## config.mk

```make
export PLATFORM = sky130hd
export DESIGN_NAME = voter_session
export DESIGN_NICKNAME = d
export VERILOG_FILES = /design/src/rtl/voter_session.sv
export SDC_FILE = /design/constraint.sdc
export NUM_CORES = 1
export LEC_CHECK = 0
export ABC_AREA = 1
export BUFFER_PORTS_ARGS = -buffer_cell sky130_fd_sc_hd__buf_4
export CAP_MARGIN = 10
export CORE_UTILIZATION = 56
export DETAILED_ROUTE_END_ITERATION = 16
export PLACE_DENSITY = 0.85
export SETUP_SLACK_MARGIN = 0.3
export SYNTH_ARGS = -nofsm -noshare
export SYNTH_HDL_FRONTEND = slang
export SYNTH_SLANG_ARGS = --single-unit
```

## constraint.sdc

```tcl
create_clock -name clk -period 6.5 [get_ports clk]
set_input_delay 0 -clock clk [delete_from_list [all_inputs] [get_ports clk]]
set_output_delay 0 -clock clk [all_outputs]
set_load 0.005 [all_outputs]
```

## src/rtl/voter_session.sv

```systemverilog
// voter_session: one ballot session over N_VOTERS with first-vote latching, timeout and registered verdict.
// Optional VOTER_QUORUM_EN adds a no_quorum output and suppresses the verdict below QUORUM votes cast.
module voter_session #(
   parameter int N_VOTERS = 4,
   parameter int TIMEOUT_CYC = 16,
   parameter int QUORUM = 3,
   localparam int CNT_W = $clog2(N_VOTERS + 1)
) (
   input  logic                clk,
   input  logic                rst,
   input  logic                start,
   input  logic                abort,
   input  logic [N_VOTERS-1:0] vote_valid,
   input  logic [N_VOTERS-1:0] vote_yes,
   output logic                busy,
   output logic                done,
   output logic [N_VOTERS-1:0] voted_mask,
   output logic [CNT_W-1:0]    yes_cnt,
   output logic [CNT_W-1:0]    cast_cnt,
   output logic                res_pass,
   output logic                res_tie,
   output logic                res_fail
`ifdef VOTER_QUORUM_EN
   ,output logic               no_quorum
`endif
);
   localparam int TW = $clog2(TIMEOUT_CYC + 1);
   typedef enum logic [1:0] {S_IDLE, S_COLLECT, S_TALLY, S_DONE} state_t;
   state_t r_state, w_next;
   logic [TW-1:0] r_timer;
   logic [N_VOTERS-1:0] w_new, w_mask_nxt;
   logic [CNT_W-1:0] w_new_cnt, w_new_yes;
   logic w_open, w_nq;
   logic [2:0] w_verdict;
   assign busy = (r_state == S_COLLECT) || (r_state == S_TALLY);
   assign w_open = (r_state == S_IDLE) || (r_state == S_DONE);
   always_comb begin
      w_new = vote_valid & ~voted_mask;
      w_mask_nxt = voted_mask | w_new;
      w_new_cnt = '0;
      w_new_yes = '0;
      for (int i = 0; i < N_VOTERS; i++) begin
         w_new_cnt = w_new_cnt + CNT_W'(w_new[i]);
         w_new_yes = w_new_yes + CNT_W'(w_new[i] & vote_yes[i]);
      end
   end
`ifdef VOTER_QUORUM_EN
   assign w_nq = int'(cast_cnt) < QUORUM;
`else
   assign w_nq = 1'b0;
`endif
   // {pass, tie, fail}; absentees simply never reach yes_cnt
   assign w_verdict = w_nq ? 3'b000 :
                      (int'(yes_cnt) * 2 > N_VOTERS)  ? 3'b100 :
                      (int'(yes_cnt) * 2 == N_VOTERS) ? 3'b010 : 3'b001;
   always_comb begin
      w_next = r_state;
      case (r_state)
         S_IDLE, S_DONE: w_next = start ? S_COLLECT : r_state;
         S_COLLECT: w_next = abort ? S_IDLE :
                             (&w_mask_nxt || r_timer == TW'(TIMEOUT_CYC - 1)) ? S_TALLY : S_COLLECT;
         S_TALLY: w_next = abort ? S_IDLE : S_DONE;
         default: w_next = S_IDLE;
      endcase
   end
   always_ff @(posedge clk) begin
      if (rst) begin
         r_state <= S_IDLE;
         r_timer <= '0;
         done <= 1'b0;
         voted_mask <= '0;
         yes_cnt <= '0;
         cast_cnt <= '0;
         {res_pass, res_tie, res_fail} <= 3'b001;
`ifdef VOTER_QUORUM_EN
         no_quorum <= 1'b0;
`endif
      end else begin
         r_state <= w_next;
         done <= 1'b0;
         if (w_open && start) begin
            r_timer <= '0;
            voted_mask <= '0;
            yes_cnt <= '0;
            cast_cnt <= '0;
            {res_pass, res_tie, res_fail} <= 3'b000;
`ifdef VOTER_QUORUM_EN
            no_quorum <= 1'b0;
`endif
         end
         if (r_state == S_COLLECT && !abort) begin
            r_timer <= r_timer + 1'b1;
            voted_mask <= w_mask_nxt;
            yes_cnt <= yes_cnt + w_new_yes;
            cast_cnt <= cast_cnt + w_new_cnt;
         end
         if (r_state == S_TALLY && !abort) begin
            done <= 1'b1;
            {res_pass, res_tie, res_fail} <= w_verdict;
`ifdef VOTER_QUORUM_EN
            no_quorum <= w_nq;
`endif
         end
      end
   end
endmodule

```

==> summary.md <==
| Metric | Value |
|---|---|
| Cells after DPL | `slightly below 200` |
| Routed Antenna Nets | `0` |
| Leak pwr | `roughly 0.65 nW` |
| Top cells by area, synth | `dfxtp_1 (37%), nand2_1 (12%), fa_1 (11%)` |
| Setup Viol. Count Final | `0` |
| Hold Vio Cnt, Final | `0` |
| Max-cap viol count | `0` |
| Post-synthesis register bit count | `21` |
| I/O pin cnt | `27` |
| Crit end category | `register` |
| GRT Total Usage | `a little over a quarter` |
| CTS tree | `built` |
| Initial Utilization | `62.4%` |
| Detailed placement HPWL | `between 1500 and 2000 µm` |
| Largest net degree at the start of global routing | `16` |
| Port Buffer Count | `26` |
| Hold Slack | `0.00813 ns` |
| Gate Count Post-Synth | `149` |
| Pwr Total | `0.261 mW` |
| Global-route wire length before repair | `3920 µm` |
| Total gr overflow | `0` |
| Routed vias/inst | `5.08` |
| Startpoint Class | `register` |
| Syn nets | `171` |
| Initial antenna violation count | `0` |
| WL/cell | `11.6 µm` |
| Synth top area share | `37.0%` |
| Minimum clock period | `2.23 ns` |
| Final Max Slew Viols | `0` |
| Final worst slack | `4.27 ns` |
| Arrival @ worst endpoint | `2.45 ns` |
| Post-synth cell types | `22` |
| Core box area | `1820 µm²` |
| FMAX | `around 450 MHz` |
| Vert. Die Dim | `47.0 µm` |
| Commonest non-fill, non-tap cells in the layout | `nand2_1 (35), buf_4 (26), inv_1 (25), dfxtp_1 (21)` |
| H-tree depth | `1` |
| Syn Std Cell Area | `1140 µm²` |
| PostCTS Resize Cnt | `0` |
| Sequential element share of the synthesized area | `37.0%` |
| DRC | `0` |
| Worst hold path type | `input port to register` |
| Post-Place Setup Slack | `4.29 ns` |
| Fin Setup TNS | `0 ns` |
| Maximum fanout along the worst path | `5` |
| RSZ-0062 raised after global routing | `no` |
| DIE AREA | `2210 µm²` |
| CTS Root Cell | `clkbuf_4` |
| Slew @ Worst Pin | `0.368 ns` |
| Area leader, netlist | `dfxtp_1` |
| Share of layout cells above drive strength 1 | `19.9%` |
| # rows | `15` |
| Yosys warns | `0` |
| CTS buffer count | `3` |
| Final std cells w/o fill | `206` |
| Period utilization | `34.3%` |
| Die Wd | `47.0 µm` |
| Relative slew slack | `75.4%` |
| Avg Inst Size Synth | `~7.6 µm²` |
| Diodes inserted | `0` |
| Fill count | `approximately 150` |
| Reg clk slew, reported paths | `0.13 ns` |
| Layout area overhead | `24.6%` |
| Routability congestion estimate | `0.883` |
| Sink Count | `21` |
| Outcome | `finished clean` |
| First-pass DRT Iterations | `4` |
| Clk Latency, worst-skew pair | `roughly 0.32 ns` |
| Maximum VDD drop | `0.000146 V` |
| Via count | `1,046` |
| Clk buf depth | `2` |
| WS Path Type | `register to register` |
| Clock Skew | `about 0.0037 ns` |
| Detailed Route Iter0 Violations | `23` |
| Data required time of the worst path | `approximately 6.7 ns` |
| Power Density | `184 nW/µm²` |
| WL final | `2390 µm` |
| Vias in the first global route | `950` |
| Commonest non-fill, non-tap cell in the layout | `nand2_1` |
| Final net count | `~200` |
-- worst max-delay path: stages, from the launching register on --
cell and delay [ns]:
dfxtp_1 0.36, inv_1 0.09, nand2_1 0.08, fa_1 0.50
inv_1 0.05, fa_1 0.37, fa_1 0.38, inv_1 0.07
nor2_1 0.05, o21bai_1 0.13, a21oi_1 0.05
-- metrics by stage --
stage               area, µm²  utilization (%)
floorplan                1140                -
global placement         1350             74.0
detailed placement       1350             74.0
CTS                      1420             77.7
global route             1420             77.7
finish                   1420             77.7
-- kinds of logic after synthesis --
group,Yosys count,share of synthesized area (%)
and+or+nand+nor,60,22.8
AOI/OAI and AO/OA,29,15.0
buffers and inverters,29,10.2
DFF,21,37.0
adders and majority gates,10,15.0
-- power by group --
group          internal [mW]  total (mW)  switching, mW
sequential             0.133       0.137        0.00410
combinational         0.0250      0.0567         0.0316
clock                 0.0231      0.0668         0.0438
total                  0.181       0.261         0.0795
-- repair_timing --
action	in CTS	in global routing
hold endpoints to repair	13	0
buffers inserted	0	0
hold buffers	4	0
-- cells in the mapped netlist --
cell type / instances
nand2_1: 35
o311ai_0: 1
o21a_1: 1
o21bai_1: 2
o22ai_1: 2
inv_2: 2
fa_1: 6
dfxtp_1: 21
clkbuf_1: 1
a21oi_1: 15
a221oi_2: 1
nor2_4: 2
buf_6: 1
nand4_1: 1
nor2_1: 15
o21ai_0: 6
ha_1: 4
or2_1: 1
nand2_4: 1
nand3_1: 5
a31oi_1: 1
inv_1: 25
-- metal layers --
layer | wire length (µm) | track usage [%] | vias up
li1 | - | - | 531
met1 | 1070 | 31.8 | 497
met2 | 1230 | 46.1 | 15
met3 | 63 | 4.62 | 3
met4 | 28 | 8.57 | 0
met5 | 0 | 0 | -
-- state kept, by name (all words and copies together) (netlist names) --
name,cells
cast_cnt,3
res_fail,1
res_pass,1
res_tie,1
done,1
voted_mask,4
yes_cnt,3
r_timer,5
r_state,2
-- path summary, 6_finish.rpt --
path / from / end / slack [ns] / cells after the start
max: voted_mask[0] / cast_cnt[2] / 4.27 / 10
min: vote_valid[1] / voted_mask[1] / 0.008 / 3
max reg2reg: voted_mask[0] / cast_cnt[2] / 4.27 / 10
min reg2reg: res_pass / res_pass / 0.47 / 2
-- final cells by class --
class / count / area (µm²) / share of cell area (%)
inverters: 27 / 101 / 7.16
clock inverters: 1 / 5.00 / 0.354
well taps: 25 / 31.3 / 2.21
multi-input cells: 99 / 599 / 42.4
clock buffers: 3 / 22.5 / 1.59
repair buffers: 30 / 235 / 16.6
flip-flops and latches: 21 / 420 / 29.7
Power figures use the tool's default switching activity.
